[src/rtl/wb_arbiter_if.sv]
// Writeback arbiter bus: ALU and load producers in, register-file write port out.
// Bypass read ports exist only when WB_BYPASS_EN is defined.
interface wb_arbiter_if;
  logic        alu_valid;
  logic [2:0]  alu_wa;
  logic [31:0] alu_wd;
  logic        alu_stall;
  logic        ld_valid;
  logic        ld_ready;
  logic [2:0]  ld_wa;
  logic [31:0] ld_wd;
  logic        we;
  logic [2:0]  wa;
  logic [31:0] wd;
  logic [7:0]  pend;
`ifdef WB_BYPASS_EN
  logic [2:0]  ra1;
  logic [2:0]  ra2;
  logic [31:0] rd1_in;
  logic [31:0] rd2_in;
  logic [31:0] rd1_fwd;
  logic [31:0] rd2_fwd;

  modport master (
    input  alu_valid, alu_wa, alu_wd, ld_valid, ld_wa, ld_wd, ra1, ra2, rd1_in, rd2_in,
    output alu_stall, ld_ready, we, wa, wd, pend, rd1_fwd, rd2_fwd
  );
  modport slave (
    output alu_valid, alu_wa, alu_wd, ld_valid, ld_wa, ld_wd, ra1, ra2, rd1_in, rd2_in,
    input  alu_stall, ld_ready, we, wa, wd, pend, rd1_fwd, rd2_fwd
  );
`else
  modport master (
    input  alu_valid, alu_wa, alu_wd, ld_valid, ld_wa, ld_wd,
    output alu_stall, ld_ready, we, wa, wd, pend
  );
  modport slave (
    output alu_valid, alu_wa, alu_wd, ld_valid, ld_wa, ld_wd,
    input  alu_stall, ld_ready, we, wa, wd, pend
  );
`endif
endinterface

[src/rtl/wb_arbiter.sv]
// Writeback arbiter: ALU-priority merge of ALU and buffered load results onto the
// register-file write port, with a starvation guard. Optional macro: WB_BYPASS_EN.
module wb_arbiter #(
  parameter int DEPTH      = 4,
  parameter int STARVE_MAX = 4
) (
  input  logic         clk,
  input  logic         n_rst,
  wb_arbiter_if.master io_bus
);
  localparam int AW = (DEPTH > 1) ? $clog2(DEPTH) : 1;
  localparam int CW = AW + 1;
  localparam logic [CW-1:0] FULL_CNT   = CW'(DEPTH);
  localparam logic [3:0]    STARVE_LIM = 4'(STARVE_MAX);

  logic [2:0]    r_fifo_wa [DEPTH];
  logic [31:0]   r_fifo_wd [DEPTH];
  logic [AW-1:0] r_rd_ptr;
  logic [AW-1:0] r_wr_ptr;
  logic [CW-1:0] r_count;
  logic [3:0]    r_starve_cnt;
  logic          r_alu_stall;
  logic          r_we;
  logic [2:0]    r_wa;
  logic [31:0]   r_wd;

  logic          w_empty;
  logic          w_full;
  logic          w_ld_ready;
  logic          w_push;
  logic          w_pop;
  logic          w_alu_win;
  logic [3:0]    w_starve_next;
  logic [7:0]    w_entry_dec [DEPTH];
  logic [7:0]    w_pend;

  assign w_empty    = (r_count == '0);
  assign w_full     = (r_count == FULL_CNT);
  assign w_ld_ready = n_rst && !w_full;
  assign w_push     = io_bus.ld_valid && w_ld_ready;
  // A stall cycle always drains; otherwise the ALU owns the port whenever it offers.
  assign w_pop      = !w_empty && (r_alu_stall || !io_bus.alu_valid);
  assign w_alu_win  = io_bus.alu_valid && !w_pop;

  always_comb begin
    w_starve_next = r_starve_cnt;
    if (w_pop || w_empty) begin
      w_starve_next = 4'd0;
    end else if (w_alu_win) begin
      w_starve_next = r_starve_cnt + 4'd1;
    end
  end

  // Entry gi is live when its distance from the read pointer is below the count.
  generate
    for (genvar gi = 0; gi < DEPTH; gi++) begin : g_entry
      logic [AW-1:0] w_offset;
      logic          w_valid;
      assign w_offset        = AW'(gi) - r_rd_ptr;
      assign w_valid         = ({1'b0, w_offset} < r_count);
      assign w_entry_dec[gi] = w_valid ? (8'b1 << r_fifo_wa[gi]) : 8'b0;
    end
  endgenerate

  always_comb begin
    w_pend = 8'b0;
    for (int i = 0; i < DEPTH; i++) begin
      w_pend = w_pend | w_entry_dec[i];
    end
  end

  always_ff @(posedge clk) begin
    if (w_push) begin
      r_fifo_wa[r_wr_ptr] <= io_bus.ld_wa;
      r_fifo_wd[r_wr_ptr] <= io_bus.ld_wd;
    end
  end

  always_ff @(posedge clk) begin
    if (!n_rst) begin
      r_rd_ptr     <= '0;
      r_wr_ptr     <= '0;
      r_count      <= '0;
      r_starve_cnt <= 4'd0;
      r_alu_stall  <= 1'b0;
      r_we         <= 1'b0;
      r_wa         <= 3'd0;
      r_wd         <= 32'd0;
    end else begin
      if (w_push) begin
        r_wr_ptr <= r_wr_ptr + 1'b1;
      end
      if (w_pop) begin
        r_rd_ptr <= r_rd_ptr + 1'b1;
      end
      r_count      <= r_count + CW'(w_push) - CW'(w_pop);
      r_starve_cnt <= w_starve_next;
      r_alu_stall  <= (w_starve_next == STARVE_LIM);
      if (w_pop) begin
        r_we <= 1'b1;
        r_wa <= r_fifo_wa[r_rd_ptr];
        r_wd <= r_fifo_wd[r_rd_ptr];
      end else if (w_alu_win) begin
        r_we <= 1'b1;
        r_wa <= io_bus.alu_wa;
        r_wd <= io_bus.alu_wd;
      end else begin
        r_we <= 1'b0;
      end
    end
  end

  assign io_bus.alu_stall = r_alu_stall;
  assign io_bus.ld_ready  = w_ld_ready;
  assign io_bus.we        = r_we;
  assign io_bus.wa        = r_wa;
  assign io_bus.wd        = r_wd;
  assign io_bus.pend      = w_pend;

`ifdef WB_BYPASS_EN
  // Covers the cycle where the write is on the port but not yet in the file.
  assign io_bus.rd1_fwd = (r_we && r_wa == io_bus.ra1) ? r_wd : io_bus.rd1_in;
  assign io_bus.rd2_fwd = (r_we && r_wa == io_bus.ra2) ? r_wd : io_bus.rd2_in;
`endif
endmodule

[src/flat_wrapper.sv]
// flat-port wrapper written by rule: the top's interface ports become plain ports
module wb_arbiter_flat 
#(
  parameter int DEPTH      = 4,
  parameter int STARVE_MAX = 4
)
  (clk, n_rst, io_bus_alu_valid, io_bus_alu_wa, io_bus_alu_wd, io_bus_ld_valid, io_bus_ld_wa, io_bus_ld_wd, io_bus_alu_stall, io_bus_ld_ready, io_bus_we, io_bus_wa, io_bus_wd, io_bus_pend);
  wb_arbiter_if io_bus_i ();
  input  logic clk;
  input  logic n_rst;
  input wire logic [$bits(io_bus_i.alu_valid)-1:0] io_bus_alu_valid;
  input wire logic [$bits(io_bus_i.alu_wa)-1:0] io_bus_alu_wa;
  input wire logic [$bits(io_bus_i.alu_wd)-1:0] io_bus_alu_wd;
  input wire logic [$bits(io_bus_i.ld_valid)-1:0] io_bus_ld_valid;
  input wire logic [$bits(io_bus_i.ld_wa)-1:0] io_bus_ld_wa;
  input wire logic [$bits(io_bus_i.ld_wd)-1:0] io_bus_ld_wd;
  output wire logic [$bits(io_bus_i.alu_stall)-1:0] io_bus_alu_stall;
  output wire logic [$bits(io_bus_i.ld_ready)-1:0] io_bus_ld_ready;
  output wire logic [$bits(io_bus_i.we)-1:0] io_bus_we;
  output wire logic [$bits(io_bus_i.wa)-1:0] io_bus_wa;
  output wire logic [$bits(io_bus_i.wd)-1:0] io_bus_wd;
  output wire logic [$bits(io_bus_i.pend)-1:0] io_bus_pend;
  assign io_bus_i.alu_valid = io_bus_alu_valid;
  assign io_bus_i.alu_wa = io_bus_alu_wa;
  assign io_bus_i.alu_wd = io_bus_alu_wd;
  assign io_bus_i.ld_valid = io_bus_ld_valid;
  assign io_bus_i.ld_wa = io_bus_ld_wa;
  assign io_bus_i.ld_wd = io_bus_ld_wd;
  assign io_bus_alu_stall = io_bus_i.alu_stall;
  assign io_bus_ld_ready = io_bus_i.ld_ready;
  assign io_bus_we = io_bus_i.we;
  assign io_bus_wa = io_bus_i.wa;
  assign io_bus_wd = io_bus_i.wd;
  assign io_bus_pend = io_bus_i.pend;
  wb_arbiter #(.DEPTH(DEPTH), .STARVE_MAX(STARVE_MAX)) u_core (.clk(clk), .n_rst(n_rst), .io_bus(io_bus_i));
endmodule
[config.mk]
export PLATFORM = sky130hd
export DESIGN_NAME = wb_arbiter_flat
export DESIGN_NICKNAME = d
export VERILOG_FILES = /design/src/rtl/wb_arbiter_if.sv /design/src/rtl/wb_arbiter.sv /design/src/flat_wrapper.sv
export SDC_FILE = /design/constraint.sdc
export NUM_CORES = 1
export LEC_CHECK = 0
export CAP_MARGIN = 0
export CORE_ASPECT_RATIO = 2
export CORE_MARGIN = 2
export CORE_UTILIZATION = 49
export CTS_BUF_LIST = sky130_fd_sc_hd__clkbuf_8 sky130_fd_sc_hd__clkbuf_16
export DETAILED_ROUTE_END_ITERATION = 8
export PLACE_DENSITY = 0.83
export SETUP_SLACK_MARGIN = 0.15
export SLEW_MARGIN = 20
export SYNTH_ARGS = -nofsm -noshare
export SYNTH_HDL_FRONTEND = slang
export SYNTH_SLANG_ARGS = --single-unit
[constraint.sdc]
create_clock -name clk -period 2.4 [get_ports clk]
set_input_delay 0.24 -clock clk [delete_from_list [all_inputs] [get_ports clk]]
set_output_delay 0.24 -clock clk [all_outputs]
set_load 0.02 [all_outputs]
Yosys cells after proc, flatten, opt, wreduce, memory -nomap -nowiden. Memory sizes are Yosys's and may differ from the RTL's. A register that Yosys moved wholly into a read port is not among the register bits. Index checks and enable logic that the tools add are counted.

Bits in registers: 48. Memory bits (writable): 140. Input port bits: 74. Output and inout bits: 46. Logic and storage cells: 62. Memories: 2.

$add $sub $neg: 9. $lt $le $gt $ge: 4. Equality and inequality tests: 2. Shift operators: 4. Multiplexer cells: 18. Bitwise gates (word level): 3. Reduce and logical (&&, ||, !) cells: 12.

Memories: u_core.r_fifo_wd (words 4, bits a word 32, rd ports 1, clocked after Yosys merged registers in 1, wr ports 1, RTL line wb_arbiter.sv:17) `logic [31:0] r_fifo_wd [DEPTH];`; u_core.r_fifo_wa (words 4, bits a word 3, rd ports 5, clocked after Yosys merged registers in 1, wr ports 1, RTL line wb_arbiter.sv:16) `logic [2:0] r_fifo_wa [DEPTH];`.

Operators by type and width (number): $mux 32 (2); $mux 8 (4); $shl 1x3->8 const A (4); $or 8x8->8 (3); $lt 2x3->1 (4); $mux 2 (4); $mux 4 (2); $mux 3 (2); $add 2x1->2 const B (2); $add 4x1->4 const B (1); $eq 4x3->1 const B (1); $logic_and 1x1->1 (4); $logic_not 1->1 (4); $mux 1 (4); $sub 1x2->2 const A (2); $sub 2x2->2 const A (2); $add 3x1->3 (1); $eq 3x3->1 const B (1); $logic_not 3->1 (1); $sub 3x1->3 (1); $logic_or 1x1->1 (2); $reduce_bool 2->1 (1).

Longest topological paths before layout.
Depth after elaboration: 8. Depth in mapped cells: 10. Depth with buffers taken out: 8.

Least setup slack after synthesis. OpenSTA, ideal clock, no wires.

Path type: reg-to-reg. Start: register u_core.r_count[2]. End: memory u_core.r_fifo_wa[1][0], enable pin. Library setup time: 395 ps. Arrival: 2014 ps. Required time: 2005 ps. Slack: -10 ps. Cell stages (with the launch flop): 4. Path buffers: 1. Clock period less this slack: 2410 ps. Path through: dfxtp_1 -> clkbuf_1 -> a211oi_1 -> and2_1.

Word-level cells in the longest chain between the ends: 6.

RTL lines: start, declared (RTL line wb_arbiter.sv:20) `logic [CW-1:0] r_count;`; start signal, assigned (RTL line wb_arbiter.sv:96) `r_count <= r_count + CW'(w_push) - CW'(w_pop);`; $eq 3x3->1 (RTL line wb_arbiter.sv:38) `assign w_full = (r_count == FULL_CNT);`; $logic_not 1->1 (RTL line wb_arbiter.sv:39) `assign w_ld_ready = n_rst && !w_full;`; $logic_and 1x1->1 (RTL line wb_arbiter.sv:39); $logic_and 1x1->1 (RTL line wb_arbiter.sv:40) `assign w_push = io_bus.ld_valid && w_ld_ready;`; $mux 1 (RTL line wb_arbiter.sv:73) `if (w_push) begin`; $mux 1 (implied by the code) (RTL line wb_arbiter.sv:74) `r_fifo_wa[r_wr_ptr] <= io_bus.ld_wa;`; end, declared (RTL line wb_arbiter.sv:16).

No other way between the ends.

Worst setup path after layout.
Start: register u_core.r_rd_ptr[0]. End: output io_bus_pend[6].

Word-level cells in the longest chain between the ends: 6. Elaborated cells between the ends (all ways): 15. Those cells by class: add/sub (4); order compare (4); mux (4); bitwise (3).

RTL lines: start, declared (RTL line wb_arbiter.sv:18) `logic [AW-1:0] r_rd_ptr;`; start signal, assigned (RTL line wb_arbiter.sv:94) `r_rd_ptr <= r_rd_ptr + 1'b1;`; $sub 1x2->2 (RTL line wb_arbiter.sv:59) `assign w_offset = AW'(gi) - r_rd_ptr;`; $lt 2x3->1 (RTL line wb_arbiter.sv:60) `assign w_valid = ({1'b0, w_offset} < r_count);`; $mux 8 (RTL line wb_arbiter.sv:61) `assign w_entry_dec[gi] = w_valid ? (8'b1 << r_fifo_wa[gi]) : 8'b0;`; $or 8x8->8 (2 in series) (RTL line wb_arbiter.sv:68) `w_pend = w_pend | w_entry_dec[i];`; $or 8x8->8 * (RTL line wb_arbiter.sv:68); end, declared (RTL line flat_wrapper.sv:22) `output wire logic [$bits(io_bus_i.pend)-1:0] io_bus_pend;`.

Every way passes the cells marked *; elsewhere a longest branch is shown, timed or not.

==> impl_metrics.csv <==
group,metric,value,unit
outcome,status,"complete, no violations",
setup_path,path_max_fanout,4,
sta,rsz0062_at_grt,"yes",
route,drc_errors,0,
grt,grt_pass1_wl,29580,µm
power_and_ir_drop,leakage,0.003462,µW
power_and_ir_drop,peakVddDrop,0.6231,mV
clock_network,cts_buffers,17,
floorplan,core_area,0.01578,mm²
clock_network,cts-hold-fix-buffers,0,
setup_path,path_class,"reg2out",
floorplan,start_util,50.04,%
sta,max_freq,432.9,MHz
grt,grt_max_degree,48,
run,maxCapViolations,0,
sta,maxSlewViolCount,0,
floorplan,dieWidth,93.76,µm
grt,grt_overflow_total,0,
clock_network,cts_tree,"yes",
setup_path,worstPathArrival,2.07,ns
clock_network,cts_max_level,4,
floorplan,die_y,183.5,µm
synthesis,synth_edf_count,140,
route,drt_wl_total,19420,µm
floorplan,fp-row-count,65,
worst_hold_path,hp-start,"io_bus_alu_wd[9]",
place,dpl_cell_area,0.009427,mm²
setup_path,cp_num_buf_inv,3,
clock_network,cts-root-buf,"clkbuf_16",
layout,fin_util,64.45,%
layout,layout-drive-gt1-share,21.22,%
sta,period_minus_slack,2.310,ns
route,viasPerCell,6.096,
place,dp.cells,789,
route,num_vias,5029,
layout,stdcell_count,825,
setup_path,crit_chain,"xnor2_2 > inv_1 > ha_1 > nand2b_1 > o211ai_1 > buf_4 > o2111ai_4 > buf_6",
clock_network,cts_sinks,190,
clock_network,clkSlewWorstSetupHoldPaths,0.07,ns
setup_path,rr_startpoint,"u_core.r_count[0]",
setup_path,slowest_stage,"dfxtp_2",
synthesis,synth_nets,567,
route,wl_per_cell,23.54,µm
floorplan,io_pins,120,
floorplan,die_area,0.01721,mm²
synthesis,synthFlopType,"edfxtp_1",
place,place.gp.congestion,0.7999,
synthesis,ys_warn_count,0,
sta,period_share,96.24,%
sta,fin_setup_tns,0,ns
layout,nNetsFinal,694,
synthesis,avgSynthCellArea,16.38,µm²
layout,post-route-cell-area,0.01017,mm²
clock_network,clock_path_buffers,2,
place,io_buffers,119,
grt,grtUsageTotal,23.15,%
synthesis,async_flop_share,0,%
clock_network,clk_latency,0.43,ns
sta,setup-violations-final,0,
grt,antenna_found_initial,2,
sta,slew_headroom,67.30,%
sta,hold_violations,0,
setup_path,critical_path.max_stage_delay,0.34,ns
setup_path,rrSetupSlack,0.28,ns
synthesis,synth_seq_area_share,65.93,%
setup_path,worst_setup_path_end_kind,"output port",
power_and_ir_drop,powerDensity,959.0,mW/mm²
synthesis,synthesis.area,0.007895,mm²
setup_path,crit_family,"buffers and inverters",
route,drt_iter0_markers,337,
grt,grt_pass1_vias,5311,
synthesis,ys_ff_latch,190,
route,drtAntennaViolNets,0,
synthesis,syn_inst,482,
sta,whs,0.4175,ns
route,first_pass_iters,8,
setup_path,critPathLaunch,"u_core.r_rd_ptr[0]",
setup_path,cp-start-kind,"flop",
sta,finClkSkew,0.007442,ns
place,dp_hpwl,13420,µm
sta,worst_slew_pin_slew,0.4904,ns
setup_path,required,2.16,ns
layout,fillers,1119,
layout,area_growth,28.80,%
synthesis,synth_cell_types,40,
worst_hold_path,hold_path_class,"in2reg",
## placed cells by master (no fill, tap or decap), types with 4 or more instances in the layout
master,count
clkdlybuf4s50_1,110
a211o_1,5
ha_1,9
dfxtp_2,6
and2_1,7
a211oi_1,6
inv_1,18
buf_6,4
nand4b_1,4
clkbuf_16,18
and2_2,4
o2111ai_4,4
edfxtp_1,140
a21oi_1,5
and4_1,32
nand2_1,9
nor2b_1,7
xnor2_1,4
buf_12,7
inv_6,5
mux4_1,4
o2111ai_1,13
mux4_2,31
nand4_1,7
dfxtp_1,44
buf_4,23
o2111ai_2,7
nand2b_1,7
a221o_1,30
nor2_1,10
## worst reg2reg max path, cell delays in order (launching register included)
cell	delay, ns
dfxtp_1	0.32
buf_4	0.16
or3_4	0.34
nand3_2	0.10
o21ai_0	0.10
ha_1	0.21
fa_1	0.38
xnor2_1	0.15
xnor2_1	0.12
and2_1	0.15
## cell type report
class / instances / area [µm²] / share of cell area (%)
clock inverter: 13 / 110.1 / 1.083
tap: 201 / 251.5 / 2.473
multi-input combinational: 238 / 2596 / 25.53
timing repair buffer: 146 / 1469 / 14.45
sequential: 190 / 5213 / 51.26
clock buffer: 19 / 464.2 / 4.565
antenna: 2 / 5.005 / 0.04922
inverter: 16 / 60.06 / 0.5906
## state kept, by name, indices dropped and copies added, names as in the netlist, 2 cells and up, named ones only
signal               flops
u_core.r_count           3
u_core.io_bus.wa         3
u_core.io_bus.wd        32
u_core.r_rd_ptr          2
u_core.r_wr_ptr          2
u_core.r_fifo_wa        12
u_core.r_starve_cnt      4
u_core.r_fifo_wd       128
## path summary, 6_finish.rpt
path                                              to  depth (start not counted)
worst max-delay path                  io_bus_pend[6]                          8
worst min-delay path             u_core.io_bus.wd[9]                          2
worst max register to register     u_core.r_count[2]                          9
worst min register to register  u_core.io_bus.wd[28]                          1
## synthesized netlist by cell type (all sizes together) (3+ instances only)
cell	n	area, µm²
clkbuf	22	82.58
nor2	10	37.54
inv	15	56.30
nor2b	8	50.05
nand2b	10	62.56
and4	35	314.0
a211oi	6	45.04
buf	16	122.6
nand4	7	43.79
o2111ai	24	210.2
nand2	9	33.78
mux4	35	803.3
a221o	30	300.3
a21oi	6	30.03
ha	10	125.1
xnor2	5	43.79
nand3	3	15.01
dfxtp	50	1001
nand4b	4	35.03
o21ai	3	15.01
a211o	6	52.55
edfxtp	140	4204
and2	11	68.82
## stage by stage
stage                     worst slack, ns  total power, µW
after floorplan                    0.1592             5844
after global placement             0.1371             6800
after detailed placement          0.09473             6892
after CTS                         0.07985             9662
after global routing             -0.01786            10130
final                             0.09023             9752
## where the power goes
group | switching, µW | total (µW) | internal [µW]
sequential | 216 | 4130 | 3910
combinational | 1530 | 2890 | 1360
clock | 1210 | 2740 | 1520
total | 2960 | 9750 | 6790
## repair_timing
| action | in CTS | in global routing |
|---|---|---|
| pin swaps | 6 | 3 |
| endpoints found under the setup margin | 8 | 9 |
| buffers inserted | 1 | 1 |
| gates resized for setup | 50 | 18 |
## per-layer routing
metal	vias to the layer above	global-route usage (%)	part of all wire [%]
met4	0	12.12	4.3
met5	-	0	0
met2	183	43.63	59
li1	2247	-	-
met1	2547	23.67	33
met3	52	3.895	4.2
## kinds of logic (layout without fill, tap and decap cells)
kind of cell             after synthesis  after routing  share of synthesized area [%]
buffers and inverters                 54            194                          3.359
AO/OA/AOI/OAI                         80             80                          8.732
flip-flops                           190            190                          65.93
XOR/XNOR                               6              6                         0.6656
multiplexers                          37             37                          10.43
other                                  0              2                              0
AND/OR/NAND/NOR                      104            104                          9.049
adder cells (fa/ha/maj)               11             11                          1.838
No activity file was read; power rests on OpenSTA's default activity.
